<file path="config.mk">
export PLATFORM = sky130hd
export DESIGN_NAME = ahb_master_interface_flat
export DESIGN_NICKNAME = d
export VERILOG_FILES = /design/src/rtl/ahb_master_interface_if.sv /design/src/rtl/ahb_master_interface.sv /design/src/flat_wrapper.sv
export SDC_FILE = /design/constraint.sdc
export NUM_CORES = 1
export LEC_CHECK = 0
export ABC_AREA = 1
export BUFFER_PORTS_ARGS = -buffer_cell sky130_fd_sc_hd__buf_2
export CAP_MARGIN = 15
export CORE_MARGIN = 4
export CORE_UTILIZATION = 47
export DETAILED_ROUTE_END_ITERATION = 10
export GPL_TIMING_DRIVEN = 1
export HOLD_SLACK_MARGIN = 0.02
export PLACE_DENSITY_LB_ADDON = 0.12
export SLEW_MARGIN = 5
export SYNTH_ARGS = -nofsm -noshare
export SYNTH_HDL_FRONTEND = slang
export SYNTH_SLANG_ARGS = --single-unit
</file>
<file path="constraint.sdc">
create_clock -name Hclk -period 1.42 [get_ports Hclk]
set_clock_uncertainty 0.1 [all_clocks]
set_input_delay 0.284 -clock Hclk [delete_from_list [all_inputs] [get_ports Hclk]]
set_output_delay 0.284 -clock Hclk [all_outputs]
set_load 0.1 [all_outputs]
</file>
<file path="src/rtl/ahb_master_interface_if.sv">
// Command/response stream and AHB-Lite bus signals of the AHB initiator.
// Modports: master = initiator view, slave = command source + AHB slave view.
interface ahb_master_interface_if #(
    parameter int ADDR_W = 32,
    parameter int DATA_W = 32
);
    logic              cmd_valid;
    logic              cmd_ready;
    logic              cmd_write;
    logic [ADDR_W-1:0] cmd_addr;
    logic [DATA_W-1:0] cmd_wdata;
    logic              rsp_valid;
    logic [DATA_W-1:0] rsp_rdata;
    logic              rsp_err;
    logic [1:0]        Htrans;
    logic [ADDR_W-1:0] Haddr;
    logic              Hwrite;
    logic [DATA_W-1:0] Hwdata;
    logic              Hreadyout;
    logic [DATA_W-1:0] Hrdata;
    logic [1:0]        Hresp;

    modport master (
        input  cmd_valid, cmd_write, cmd_addr, cmd_wdata,
        input  Hreadyout, Hrdata, Hresp,
        output cmd_ready, rsp_valid, rsp_rdata, rsp_err,
        output Htrans, Haddr, Hwrite, Hwdata
    );

    modport slave (
        output cmd_valid, cmd_write, cmd_addr, cmd_wdata,
        output Hreadyout, Hrdata, Hresp,
        input  cmd_ready, rsp_valid, rsp_rdata, rsp_err,
        input  Htrans, Haddr, Hwrite, Hwdata
    );
endinterface

</file>
<file path="src/rtl/ahb_master_interface.sv">
// AHB-Lite initiator: command stream -> pipelined single NONSEQ transfers.
// Ports: Hclk, Hresetn (sync, active low), bus (ahb_master_interface_if.master).
module ahb_master_interface #(
    parameter int ADDR_W = 32,
    parameter int DATA_W = 32
) (
    input  logic                   Hclk,
    input  logic                   Hresetn,
    ahb_master_interface_if.master bus
);
    localparam logic [1:0] IDLE   = 2'b00;
    localparam logic [1:0] NONSEQ = 2'b10;

    // Address slot lives in the Haddr/Hwrite registers plus a_wdata.
    logic              a_valid_q, a_valid_d;
    logic [DATA_W-1:0] a_wdata_q, a_wdata_d;
    logic              d_valid_q, d_valid_d;
    logic              d_write_q, d_write_d;
    logic              sup_q, sup_d;
    logic [1:0]        htrans_q, htrans_d;
    logic [ADDR_W-1:0] haddr_q, haddr_d;
    logic              hwrite_q, hwrite_d;
    logic [DATA_W-1:0] hwdata_q, hwdata_d;
    logic              rsp_valid_q, rsp_valid_d;
    logic [DATA_W-1:0] rsp_rdata_q, rsp_rdata_d;
    logic              rsp_err_q, rsp_err_d;

    logic cmd_ready;
    logic accept;
    logic advance;
    logic d_done;
    logic is_err;
    logic err_hold;

    assign cmd_ready = Hresetn & (~a_valid_q | (bus.Hreadyout & ~sup_q));
    assign accept    = bus.cmd_valid & cmd_ready;
    assign advance   = bus.Hreadyout & a_valid_q & ~sup_q;
    assign d_done    = bus.Hreadyout & d_valid_q;
    assign is_err    = (bus.Hresp == 2'b01);
    // First ERROR cycle with a pending address: cancel it for one cycle.
    assign err_hold  = ~bus.Hreadyout & is_err & d_valid_q
                     & a_valid_q & ~sup_q;

    always_comb begin
        a_valid_d   = a_valid_q;
        a_wdata_d   = a_wdata_q;
        d_valid_d   = d_valid_q;
        d_write_d   = d_write_q;
        sup_d       = sup_q;
        htrans_d    = htrans_q;
        haddr_d     = haddr_q;
        hwrite_d    = hwrite_q;
        hwdata_d    = hwdata_q;

        if (advance) begin
            d_valid_d = 1'b1;
            d_write_d = hwrite_q;
            if (hwrite_q) hwdata_d = a_wdata_q;
            a_valid_d = 1'b0;
            htrans_d  = IDLE;
        end else if (d_done) begin
            d_valid_d = 1'b0;
        end

        if (accept) begin
            a_valid_d = 1'b1;
            haddr_d   = bus.cmd_addr;
            hwrite_d  = bus.cmd_write;
            a_wdata_d = bus.cmd_wdata;
            htrans_d  = NONSEQ;
        end

        if (err_hold) begin
            sup_d    = 1'b1;
            htrans_d = IDLE;
        end

        // Error retires: the held address is presented again.
        if (sup_q && bus.Hreadyout) begin
            sup_d    = 1'b0;
            htrans_d = NONSEQ;
        end

        rsp_valid_d = d_done;
        rsp_rdata_d = (d_done && !d_write_q) ? bus.Hrdata : '0;
        rsp_err_d   = d_done & is_err;
    end

    always_ff @(posedge Hclk) begin
        if (!Hresetn) begin
            a_valid_q   <= 1'b0;
            a_wdata_q   <= '0;
            d_valid_q   <= 1'b0;
            d_write_q   <= 1'b0;
            sup_q       <= 1'b0;
            htrans_q    <= IDLE;
            haddr_q     <= '0;
            hwrite_q    <= 1'b0;
            hwdata_q    <= '0;
            rsp_valid_q <= 1'b0;
            rsp_rdata_q <= '0;
            rsp_err_q   <= 1'b0;
        end else begin
            a_valid_q   <= a_valid_d;
            a_wdata_q   <= a_wdata_d;
            d_valid_q   <= d_valid_d;
            d_write_q   <= d_write_d;
            sup_q       <= sup_d;
            htrans_q    <= htrans_d;
            haddr_q     <= haddr_d;
            hwrite_q    <= hwrite_d;
            hwdata_q    <= hwdata_d;
            rsp_valid_q <= rsp_valid_d;
            rsp_rdata_q <= rsp_rdata_d;
            rsp_err_q   <= rsp_err_d;
        end
    end

    assign bus.cmd_ready = cmd_ready;
    assign bus.Htrans    = htrans_q;
    assign bus.Haddr     = haddr_q;
    assign bus.Hwrite    = hwrite_q;
    assign bus.Hwdata    = hwdata_q;
    assign bus.rsp_valid = rsp_valid_q;
    assign bus.rsp_rdata = rsp_rdata_q;
    assign bus.rsp_err   = rsp_err_q;
endmodule
</file>
<file path="src/flat_wrapper.sv">
// flat-port wrapper written by rule: the top's interface ports become plain ports
module ahb_master_interface_flat 
#(
    parameter int ADDR_W = 32,
    parameter int DATA_W = 32
)
  (Hclk, Hresetn, bus_cmd_valid, bus_cmd_write, bus_cmd_addr, bus_cmd_wdata, bus_Hreadyout, bus_Hrdata, bus_Hresp, bus_cmd_ready, bus_rsp_valid, bus_rsp_rdata, bus_rsp_err, bus_Htrans, bus_Haddr, bus_Hwrite, bus_Hwdata);
  ahb_master_interface_if #(.ADDR_W(ADDR_W), .DATA_W(DATA_W)) bus_i ();
  input  logic Hclk;
  input  logic Hresetn;
  input wire logic [$bits(bus_i.cmd_valid)-1:0] bus_cmd_valid;
  input wire logic [$bits(bus_i.cmd_write)-1:0] bus_cmd_write;
  input wire logic [$bits(bus_i.cmd_addr)-1:0] bus_cmd_addr;
  input wire logic [$bits(bus_i.cmd_wdata)-1:0] bus_cmd_wdata;
  input wire logic [$bits(bus_i.Hreadyout)-1:0] bus_Hreadyout;
  input wire logic [$bits(bus_i.Hrdata)-1:0] bus_Hrdata;
  input wire logic [$bits(bus_i.Hresp)-1:0] bus_Hresp;
  output wire logic [$bits(bus_i.cmd_ready)-1:0] bus_cmd_ready;
  output wire logic [$bits(bus_i.rsp_valid)-1:0] bus_rsp_valid;
  output wire logic [$bits(bus_i.rsp_rdata)-1:0] bus_rsp_rdata;
  output wire logic [$bits(bus_i.rsp_err)-1:0] bus_rsp_err;
  output wire logic [$bits(bus_i.Htrans)-1:0] bus_Htrans;
  output wire logic [$bits(bus_i.Haddr)-1:0] bus_Haddr;
  output wire logic [$bits(bus_i.Hwrite)-1:0] bus_Hwrite;
  output wire logic [$bits(bus_i.Hwdata)-1:0] bus_Hwdata;
  assign bus_i.cmd_valid = bus_cmd_valid;
  assign bus_i.cmd_write = bus_cmd_write;
  assign bus_i.cmd_addr = bus_cmd_addr;
  assign bus_i.cmd_wdata = bus_cmd_wdata;
  assign bus_i.Hreadyout = bus_Hreadyout;
  assign bus_i.Hrdata = bus_Hrdata;
  assign bus_i.Hresp = bus_Hresp;
  assign bus_cmd_ready = bus_i.cmd_ready;
  assign bus_rsp_valid = bus_i.rsp_valid;
  assign bus_rsp_rdata = bus_i.rsp_rdata;
  assign bus_rsp_err = bus_i.rsp_err;
  assign bus_Htrans = bus_i.Htrans;
  assign bus_Haddr = bus_i.Haddr;
  assign bus_Hwrite = bus_i.Hwrite;
  assign bus_Hwdata = bus_i.Hwdata;
  ahb_master_interface #(.ADDR_W(ADDR_W), .DATA_W(DATA_W)) u_core (.Hclk(Hclk), .Hresetn(Hresetn), .bus(bus_i));
endmodule
</file>
==> impl_metrics.py, run 1 <==
metrics = {
    "synthesis": {
        "synth_simple_gate_area_share_pct": 24.9,
        "synth.yosys.seq_area_share_pct": 57.6,
        "synthMuxAreaShare_pct": 0,
        "syn-num-nets": 669,
        "synth_top_family_by_area": "simple AND/OR/NAND/NOR gates",
        "ys_types": 19,
        "synth_compound_area_share_pct": 7.41,
        "mappedNetlistArea_um2": 4730,
        "yosysWarningCount": 0,
        "synth_fa_ha_area_share_pct": 0,
        "synthCells": 566,
        "ys_ff_latch": 136,
        "synthXorXnorAreaFrac_pct": 0,
        "syn_area_per_cell_um2": 8.35,
    },
    "floorplanning": {
        "pin_count": 205,
        "die_x_um": 108,
        "die_h_um": 108,
        "start_util_pct": 48.4,
        "rows": 36,
    },
    "cts": {
        "cts_sinks": 136,
        "cts_made_buffers": 17,
        "cts_root_buf": "clkbuf_8",
        "htreeDepth": 4,
        "clock_path_buffers": 2,
    },
    "global_route": {
        "grt_max_degree": 66,
    },
    "timing": {
        "endpoint_type": "primary output",
        "worstEndpointGrtRepair": "bus_cmd_ready",
    },
    "place": {
        "post-dp-hpwl_um": 8790,
        "io_buffers": 203,
        "place_congestion": 0.745,
        "dpl.cell_count": 875,
    },
    "outcome": {
        "tool.error": "[ERROR DPL-0038] Utilization greater than 100%, impossible to legalize",
        "lastStage": "5_1_grt",
        "outcome": "stopped before the end",
    },
}
[logic make-up after synthesis]
logic type             count (synthesis)
AOI/OAI and AO/OA                     70
buffers and inverters                114
DFF                                  136
other                                  1
and+or+nand+nor                      245
[Yosys cell counts]
library cell	count	share of area (%)
dfxtp_1	136	58
nand3_1	132	14
nand2_1	74	5.9
inv_1	68	5.4
a21oi_1	38	4.0
o21ai_0	32	3.4
nor2_2	30	4.0
clkbuf_1	24	1.9
buf_2	11	1.2
nor2_1	4	0.32
buf_1	3	0.24
buf_4	3	0.48
buf_6	3	0.71
inv_2	2	0.16
nand4_1	2	0.26
conb_1	1	0.079
nor2_4	1	0.24
nor3_1	1	0.11
or2_1	1	0.13
[stage by stage]
step	worst slack (ns)	instance area (um2)
after detailed placement	-0.0313	6940
after CTS	-0.320	9290
after global placement	-0.0105	6940
after floorplan	0.00829	4740
[what timing repair did]
item	4_1_cts
hold buffers	103
pin swaps	1
endpoints found under the setup margin	102
setup buffers	13
hold endpoints to repair	103
resized for setup	236
gates cloned	1
==> run 2, diff against run 1 <==
--- a/config.mk
+++ b/config.mk
@@ -9,11 +9,10 @@
 export BUFFER_PORTS_ARGS = -buffer_cell sky130_fd_sc_hd__buf_2
 export CAP_MARGIN = 15
 export CORE_MARGIN = 4
-export CORE_UTILIZATION = 47
+export CORE_UTILIZATION = 40
 export DETAILED_ROUTE_END_ITERATION = 10
 export GPL_TIMING_DRIVEN = 1
-export HOLD_SLACK_MARGIN = 0.02
-export PLACE_DENSITY_LB_ADDON = 0.12
+export PLACE_DENSITY_LB_ADDON = 0.15
 export SLEW_MARGIN = 5
 export SYNTH_ARGS = -nofsm -noshare
 export SYNTH_HDL_FRONTEND = slang
==> run 2 against run 1 <==
Net effect: the flow now finishes, with violations (negative setup slack); synthesized area did not move; synthesized cell count unchanged.
==> impl_metrics.py, run 2 <==
metrics = {
    "outcome": {
        "outcome": "complete, but fails checks",
        "violations": "negative setup slack",
    },
    "floorplanning": {
        "die_h_um": 117,
        "rows": 39,
        "die_area_um2": 13600,
        "start_util_pct": 41.1,
        "pin_count": 205,
        "core_um2": 11500,
        "die_x_um": 117,
    },
    "cts": {
        "cts_root_buf": "clkbuf_16",
        "clk_pin_slew_worst_paths_ns": 0.05,
        "clock_path_buffers": 2,
        "cts_made_buffers": 17,
        "cts_sinks": 136,
        "cts_tree": "done",
        "htreeDepth": 4,
        "worstSkewPairLatency_ns": 0.41,
    },
    "synthesis": {
        "synthTopCellsByArea": "dfxtp_1, nand3_1, nand2_1, inv_1, a21oi_1",
        "synth_top_family_by_area": "simple AND/OR/NAND/NOR gates",
        "synth_ff_type": "dfxtp_1",
        "synth-edff-count": 0,
        "ys_ff_latch": 136,
        "synthXorXnorAreaFrac_pct": 0,
        "synth_compound_area_share_pct": 7.41,
        "synth_top_cell_by_area": "dfxtp_1",
        "synth_fa_ha_area_share_pct": 0,
        "syn-num-nets": 669,
        "synth_top_area_share_pct": 57.6,
        "ys_types": 19,
        "synthArstFlopShare_pct": 0,
        "synthMuxAreaShare_pct": 0,
        "mappedNetlistArea_um2": 4730,
        "synthTopCellsByCount": "dfxtp_1, nand3_1, nand2_1, inv_1, a21oi_1",
        "synth_most_common_cell": "dfxtp_1",
        "yosysWarningCount": 0,
        "synthCells": 566,
        "synth_simple_gate_area_share_pct": 24.9,
        "syn_area_per_cell_um2": 8.35,
        "synth.yosys.seq_area_share_pct": 57.6,
    },
    "timing": {
        "relSlewSlack_pct": 54.4,
        "hold-worst-slack_ns": 0.0118,
        "finalHoldViolations": 0,
        "period_needed_ns": 1.61,
        "fmax_mhz": 619,
        "setup_viol_count_final": 1,
        "slew_violations": 0,
        "rsz0062_at_grt": "yes",
        "timing.final.ws_setup_ns": -0.194,
        "setup_tns_ns": -0.194,
        "finalCritPeriodShare_pct": 114,
        "tightestPinTransition_ns": 0.684,
    },
    "detailed_routing": {
        "drc": 0,
        "drt.antenna.violating_nets": 0,
        "drt_pass1_iterations": 5,
        "drt_iter0_markers": 276,
        "wirelength_um": 15600,
        "wire_per_inst_um": 15.5,
        "viasPerCell": 4.81,
        "via_count": 4843,
    },
    "global_route": {
        "antenna_found_initial": 0,
        "grt_first_pass_wirelength_um": 22800,
        "grt_max_degree": 66,
        "grt_overflow": 0,
        "use_met2_pct": 36.8,
        "grt_use_met1_pct": 23.5,
        "grt-busiest-layer": "met2",
        "met3_usage_pct": 7.67,
        "track_usage_pct": 21.5,
        "first_global_vias": 4771,
    },
    "critical_path": {
        "crit_chain": "inv_2 > nand2_4 > a21oi_4 > buf_12",
        "path_delay_family": "flip-flops",
        "slowest_stage": "dfxtp_2",
        "path_max_fanout": 2,
        "endpoint_kind": "output port",
        "cp-start-kind": "flop",
        "arrival_ns": 1.23,
        "path_buf_inv": 2,
        "cp.required_ns": 1.04,
        "crit_type": "reg -> out",
        "cpPeakStageDelay_ns": 0.32,
    },
    "layout": {
        "final_common_cell": "nand3_1",
        "n_fill_cell": 731,
        "drive_above_1_share_pct": 36.6,
        "multi_input_area_um2": 1610,
        "fin_nets": 953,
        "regArea_um2": 2740,
        "area_growth_pct": 86.0,
        "mostFrequentLayoutCells": "nand3_1, dfxtp_1, buf_2",
    },
    "power_and_ir_drop": {
        "p_per_area_nw_per_um2": 1150,
        "p_leak_nw": 4.02,
        "irDropWorstVdd_mv": 0.937,
    },
    "place": {
        "place_ws_ns": -0.0188,
        "post-dp-hpwl_um": 8830,
        "io_buffers": 203,
        "place_congestion": 0.747,
    },
    "hold_path": {
        "hold_path_class": "in -> reg",
    },
    "job": {
        "maxCapViolations": 0,
    },
}
## run 2: timing repair
item	CTS	global route
endpoints found under the setup margin	25	91
endpoints found under the hold margin	81	0
setup buffers	2	2
hold buffers	82	0
pin swaps	1	1
cloned	0	5
gates resized for setup	60	42
## run 2: metal layers
metal / vias up / share of wire, %
li1: 2389 / -
met1: 2227 / 38
met2: 195 / 52
met3: 32 / 7.5
met4: 0 / 2.4
met5: - / 0
## run 2: final cells by class
class / instances / share of cell area, %
Multi-Input combinational cell: 316 / 18.3
Inverter: 70 / 2.99
Antenna cell: 1 / 0.0284
Clock buffer: 19 / 5.15
Timing Repair Buffer: 309 / 39.1
Tap cell: 143 / 2.03
Clock inverter: 13 / 1.18
Sequential cell: 136 / 31.1
## run 2: through the flow
stage                     instances  instance area (um2)  util (%)  power (mW)
after floorplan                 566                 4740         -        5.14
after global placement          885                 7110      61.7        5.80
after detailed placement        885                 7110      61.7        5.82
after CTS                      1001                 8570      74.4        10.1
after global routing           1006                 8790      76.4        10.5
final                          1007                 8800      76.4        10.1
## run 2: final timing paths
kind	start	endpoint	slack [ns]	depth (start not counted)
worst min register to register	u_core.a_wdata_q[10]$_SDFFE_PN0P_	u_core.a_wdata_q[10]$_SDFFE_PN0P_	0.36	2
worst max register to register	u_core.sup_q$_SDFFE_PP0P_	u_core.bus.Haddr[24]$_SDFFE_PN0P_	0.06	7
worst min-delay path	bus_cmd_wdata[10]	u_core.a_wdata_q[10]$_SDFFE_PN0P_	0.01	3
worst max-delay path	u_core.sup_q$_SDFFE_PP0P_	bus_cmd_ready	-0.19	4
## run 2: kinds of logic (layout without fill, tap and decap cells)
group | after synthesis | count (layout)
DFF | 136 | 136
and+or+nand+nor | 245 | 245
buffers and inverters | 114 | 411
other | 1 | 2
AOI/OAI and AO/OA | 70 | 70
## run 2: where the power goes
part	internal, mW	leakage, nW	switching [mW]	total (mW)
clock	2.47	0.267	1.62	4.10
sequential	3.99	1.11	0.139	4.12
combinational	0.754	2.64	1.12	1.87
## run 2: worst reg2reg max path, cell delays in order, from the launching register on
cell	delay (ns)
dfxtp_2	0.32
inv_2	0.08
nand2_4	0.06
nand2_1	0.09
nand3_2	0.19
buf_4	0.25
nand3_1	0.09
nand2_1	0.07
Power figures use the tool's default switching activity.
==> run 3, diff against run 2 <==
==> constraint.sdc (replaced) <==
create_clock -name Hclk -period 1.42 [get_ports Hclk]
set_clock_uncertainty 0.1 [all_clocks]
set_input_delay 0.142 -clock Hclk [delete_from_list [all_inputs] [get_ports Hclk]]
set_output_delay 0.142 -clock Hclk [all_outputs]
set_load 0.1 [all_outputs]
==> run 3 against run 2 <==
Net effect: the run still ends with negative setup slack left; sequential share of layout area is 3.6 points higher; flip-flop and latch count stayed put; highest routed layer unchanged; global-route usage shrank 0.65 points; via count fell by 0.17%; final cell count increased by 1.7%; worst hold slack gained 0.025 ns; first-iteration DRC count decreased by 0.72%; critical path depth increased by 3; register-to-register slack lost 0.08 ns.
==> impl_metrics.py, run 3 (same netlist as run 2, synthesis figures left out) <==
metrics = {
    "outcome": {
        "violations": "negative setup slack",
        "outcome": "complete, but fails checks",
    },
    "layout": {
        "fin_cells": 1024,
        "mostFrequentLayoutCells": "dfxtp_1, nand3_1, buf_2",
        "n_fill_cell": 894,
        "drive_above_1_share_pct": 34.1,
        "final_common_cell": "dfxtp_1",
        "antenna_cells": 0,
        "multi_input_area_um2": 1590,
        "fin_nets": 974,
        "area_growth_pct": 66.2,
        "regArea_um2": 2730,
    },
    "place": {
        "place_ws_ns": 0.0713,
        "dpl.cell_count": 885,
        "place_congestion": 0.739,
        "io_buffers": 203,
        "post-dp-hpwl_um": 8330,
    },
    "detailed_routing": {
        "wire_per_inst_um": 14.5,
        "drt_iter0_markers": 274,
        "wirelength_um": 14800,
        "drt.antenna.violating_nets": 0,
        "via_count": 4835,
        "viasPerCell": 4.72,
        "drt_pass1_iterations": 5,
        "drc": 0,
    },
    "critical_path": {
        "crit_chain": "buf_2 > dlygate4sd3_1 > nand2_1 > nor2_4 > inv_2 > nor3_1 > dlygate4sd3_1",
        "cp-start-kind": "primary input",
        "cp.required_ns": 1.67,
        "rrSetupSlack_ns": -0.02,
        "slowest_stage": "dlygate4sd3_1",
        "path_max_fanout": 4,
        "cp_common_cell": "dlygate4sd3_1",
        "endpoint_kind": "flop",
        "crit_type": "in -> reg",
        "cpPeakStageDelay_ns": 0.61,
        "arrival_ns": 1.79,
    },
    "floorplanning": {
        "rows": 39,
        "die_h_um": 117,
        "start_util_pct": 41.1,
        "die_x_um": 117,
        "die_area_um2": 13600,
        "pin_count": 205,
        "core_um2": 11500,
    },
    "cts": {
        "cts_root_buf": "clkbuf_16",
        "clock_path_buffers": 2,
        "worstSkewPairLatency_ns": 0.41,
        "htreeDepth": 4,
        "cts_tree": "done",
        "clk_pin_slew_worst_paths_ns": 0.05,
        "cts_made_buffers": 17,
        "cts_sinks": 136,
    },
    "timing": {
        "setup_viol_count_final": 42,
        "period_needed_ns": 1.54,
        "rsz0062_at_grt": "yes",
        "finalHoldViolations": 0,
        "fmax_mhz": 650,
        "setup_tns_ns": -0.804,
        "hold-worst-slack_ns": 0.0363,
        "tightestPinTransition_ns": 0.511,
        "relSlewSlack_pct": 66.2,
        "slew_violations": 0,
        "finalCritPeriodShare_pct": 108,
        "timing.final.ws_setup_ns": -0.118,
    },
    "power_and_ir_drop": {
        "p_per_area_nw_per_um2": 1220,
        "swShare_pct": 27.8,
        "clockPowerShare_pct": 40.0,
        "irDropWorstVdd_mv": 0.781,
        "p_seq_share_pct": 42.4,
        "p_leak_nw": 3.87,
        "intPower_mw": 6.93,
        "combPwrFrac_pct": 17.6,
        "power.switching_mw": 2.67,
    },
    "job": {
        "maxCapViolations": 0,
    },
    "global_route": {
        "track_usage_pct": 20.8,
        "grt_first_pass_wirelength_um": 22300,
        "antenna_found_initial": 0,
        "grt_max_degree": 66,
        "first_global_vias": 4702,
        "grt_overflow": 0,
    },
    "hold_path": {
        "hold_path_class": "in -> reg",
    },
}
-- run 3: final timing paths --
| kind | depth (start not counted) | endpoint | from |
|---|---|---|---|
| max reg2reg | 8 | u_core.bus.Haddr[15]$_SDFFE_PN0P_ | u_core.sup_q$_SDFFE_PP0P_ |
| min | 5 | u_core.sup_q$_SDFFE_PP0P_ | bus_Hresp[0] |
| max | 7 | u_core.bus.rsp_err$_SDFF_PN0_ | bus_Hreadyout |
| min reg2reg | 2 | u_core.bus.Hwdata[29]$_SDFFE_PN0P_ | u_core.bus.Hwdata[29]$_SDFFE_PN0P_ |
-- run 3: worst max-delay path: cells and delay by family --
family	cells	cell delay (ns)
simple gates	3	0.31
buf+inv	4	1.33
-- run 3: per-stage QoR --
step	utilization [%]	instance area [um2]	total power [mW]
6_report	68.2	7860	9.60
5_1_grt	68.2	7860	9.98
4_1_cts	66.9	7710	9.66
3_5_place_dp	51.9	5970	5.52
3_3_place_gp	51.9	5970	5.51
2_1_floorplan	-	4740	5.14
-- run 3: timing repair --
action	4_1_cts	5_1_grt
setup endpoints to repair	59	138
cloned	0	3
gates resized for setup	66	44
hold buffers	103	0
hold endpoints to repair	104	0
setup buffers	5	1
pin swaps	1	2
-- run 3: routing by layer --
layer / up-vias / global-route usage [%] / wire [um] / share of wire [%]
li1: 2424 / - / - / -
met4: 0 / 10.2 / 349 / 2.4
met5: - / 0 / 0 / 0
met2: 186 / 34.5 / 7530 / 51
met1: 2196 / 24.4 / 5890 / 40
met3: 29 / 6.42 / 1050 / 7.1
-- run 3: cell type report --
type / count / share of cell area, %
tap: 143 / 2.28
timing repair buffer: 330 / 32.9
clock inverter: 4 / 0.255
sequential: 136 / 34.7
multi-input combinational: 316 / 20.2
clock buffer: 25 / 6.30
inverter: 70 / 3.34
-- run 3: power by group through the flow --
stage,logic (mW),clock network (mW),registers [mW]
5_1_grt,1.79,4.10,4.09
6_report,1.69,3.84,4.07
4_1_cts,1.66,3.94,4.07
2_1_floorplan,0.350,0,4.79
3_5_place_dp,1.38,0,4.14
3_3_place_gp,1.37,0,4.14
==> run 4, diff against run 3 <==
--- a/config.mk
+++ b/config.mk
@@ -13,6 +13,7 @@
 export DETAILED_ROUTE_END_ITERATION = 10
 export GPL_TIMING_DRIVEN = 1
 export PLACE_DENSITY_LB_ADDON = 0.15
+export REMOVE_ABC_BUFFERS = 1
 export SLEW_MARGIN = 5
 export SYNTH_ARGS = -nofsm -noshare
 export SYNTH_HDL_FRONTEND = slang
==> run 4 against run 3 <==
Net effect: the flow still finishes with violations (negative setup slack); first-iteration DRC count rose by 5.8%; global-route usage grew 1.2 points; count of clock-buffer cells in the layout is 4 higher; critical path depth down 2; wire length rose by 7.7%; clock power is 4% higher; cell area increased by 3.9%; sequential share of layout area decreased by 1.4 points; flip-flop and latch count did not move; via count increased by 2.9%; non-clock buffer count rose by 5; sequential power about the same; critical path type is now reg -> out; largest power group unchanged.
==> impl_metrics.py, run 4 (same netlist as run 2, synthesis figures left out) <==
metrics = {
    "outcome": {
        "outcome": "complete, but fails checks",
        "violations": "negative setup slack",
    },
    "place": {
        "post-dp-hpwl_um": 9040,
        "io_buffers": 203,
        "place_congestion": 0.777,
    },
    "cts": {
        "clock_path_buffers": 2,
        "cts_made_buffers": 17,
        "cts_root_buf": "clkbuf_16",
        "htreeDepth": 4,
        "clk_pin_slew_worst_paths_ns": 0.05,
        "cts_tree": "done",
        "worstSkewPairLatency_ns": 0.41,
        "cts_sinks": 136,
    },
    "detailed_routing": {
        "drc": 0,
        "via_count": 4973,
        "drt_pass1_iterations": 4,
        "viasPerCell": 4.82,
        "wire_per_inst_um": 15.5,
        "drt.antenna.violating_nets": 0,
        "drt_iter0_markers": 290,
        "wirelength_um": 16000,
    },
    "timing": {
        "finalCritPeriodShare_pct": 109,
        "period_needed_ns": 1.55,
        "hold-worst-slack_ns": 0.0308,
        "rsz0062_at_grt": "yes",
        "finalHoldViolations": 0,
        "slew_violations": 0,
        "setup_viol_count_final": 21,
        "timing.final.ws_setup_ns": -0.130,
        "fmax_mhz": 645,
    },
    "hold_path": {
        "whs_path_depth": 3,
        "hold_path_class": "in -> reg",
    },
    "critical_path": {
        "worst-path-stages": 5,
        "path_buf_inv": 3,
        "r2r_cells": 8,
        "cp_common_cell": "buf_12",
        "path_max_fanout": 2,
        "arrival_ns": 1.31,
        "path_delay_family": "buffers and inverters",
        "crit_chain": "inv_2 > nand2_4 > a21oi_4 > buf_12 > buf_12",
        "slowest_stage": "dfxtp_2",
        "cp-start-kind": "flop",
        "endpoint_kind": "output port",
        "cpPeakStageDelay_ns": 0.32,
        "cp.required_ns": 1.18,
        "crit_type": "reg -> out",
    },
    "global_route": {
        "grt_first_pass_wirelength_um": 23100,
        "track_usage_pct": 22.0,
        "first_global_vias": 4859,
        "grt_overflow": 0,
        "antenna_found_initial": 1,
        "grt_max_degree": 94,
    },
    "floorplanning": {
        "die_h_um": 117,
        "rows": 39,
        "start_util_pct": 41.1,
        "core_um2": 11500,
        "die_x_um": 117,
        "pin_count": 205,
        "die_area_um2": 13600,
    },
    "layout": {
        "mostFrequentLayoutCells": "dfxtp_1, nand3_1, buf_2",
        "drive_above_1_share_pct": 38.1,
        "antenna_cells": 0,
        "final_common_cell": "dfxtp_1",
        "regArea_um2": 2730,
        "fin_nets": 979,
        "area_growth_pct": 72.7,
        "multi_input_area_um2": 1740,
        "n_fill_cell": 837,
    },
    "power_and_ir_drop": {
        "swShare_pct": 27.8,
        "irDropWorstVdd_mv": 0.909,
        "combPwrFrac_pct": 17.6,
        "intPower_mw": 7.07,
        "clockPowerShare_pct": 40.7,
        "power.switching_mw": 2.73,
        "p_leak_nw": 3.95,
        "p_per_area_nw_per_um2": 1200,
        "p_seq_share_pct": 41.8,
        "power.total_mw": 9.80,
    },
    "job": {
        "maxCapViolations": 0,
    },
}
## run 4: worst min-delay path: cells and delay by family
kind                   cells  cell delay [ns]
AND/OR/NAND/NOR            1             0.15
AO/OA/AOI/OAI              1             0.07
buffers and inverters      1             0.14
## run 4: path summary, 6_finish.rpt
kind,from,endpoint,slack [ns]
worst max register to register,u_core.sup_q$_SDFFE_PP0P_,u_core.bus.Hwdata[1]$_SDFFE_PN0P_,-0.04
worst min register to register,u_core.bus.Hwdata[28]$_SDFFE_PN0P_,u_core.bus.Hwdata[28]$_SDFFE_PN0P_,0.34
worst min-delay path,bus_cmd_valid,u_core.a_valid_q$_SDFFE_PN0P_,0.03
worst max-delay path,u_core.sup_q$_SDFFE_PP0P_,bus_cmd_ready,-0.13
## run 4: cell type report
| cell class | instances | area share [%] |
|---|---|---|
| Multi-Input combinational cell | 316 | 21.3 |
| Timing Repair Buffer | 335 | 33.3 |
| Tap cell | 143 | 2.19 |
| Inverter | 70 | 3.22 |
| Sequential cell | 136 | 33.4 |
| Clock buffer | 29 | 6.50 |
| Clock inverter | 2 | 0.123 |
## run 4: what timing repair did
action,in CTS,in global routing
gates resized for setup,63,119
hold buffers,101,1
setup buffers,3,5
hold endpoints to repair,102,1
setup endpoints to repair,60,153
gates cloned,0,6
pin swaps,1,5
## run 4: per-stage QoR
step / instance area (um2) / setup slack [ns] / util, % / std cells / TNS [ns]
2_1_floorplan: 4520 / -3.20 / - / 522 / -280.08
3_3_place_gp: 5980 / 0.0668 / 52.0 / 887 / 0
3_5_place_dp: 5980 / 0.0224 / 52.0 / 887 / 0
4_1_cts: 7710 / -0.169 / 67.0 / 1022 / -1.65
5_1_grt: 8160 / -0.189 / 70.9 / 1031 / -4.60
6_report: 8160 / -0.130 / 70.9 / 1031 / -0.396
## run 4: power by group through the flow
stage,Combinational [mW],Sequential (mW),Clock [mW]
finish,1.72,4.09,3.98
global route,1.82,4.11,4.25
CTS,1.64,4.07,4.06
detailed placement,1.38,4.15,0
global placement,1.37,4.14,0
floorplan,0.279,4.79,0
## run 4: layer usage
| metal | GRT usage (%) | vias up | part of all wire (%) | wire, um |
|---|---|---|---|---|
| met5 | 0 | - | 0.081 | 13 |
| met4 | 8.72 | 2 | 1.8 | 282 |
| met3 | 9.48 | 26 | 9.3 | 1480 |
| met2 | 37.4 | 221 | 52 | 8220 |
| met1 | 24.2 | 2284 | 37 | 5960 |
| li1 | - | 2440 | - | - |
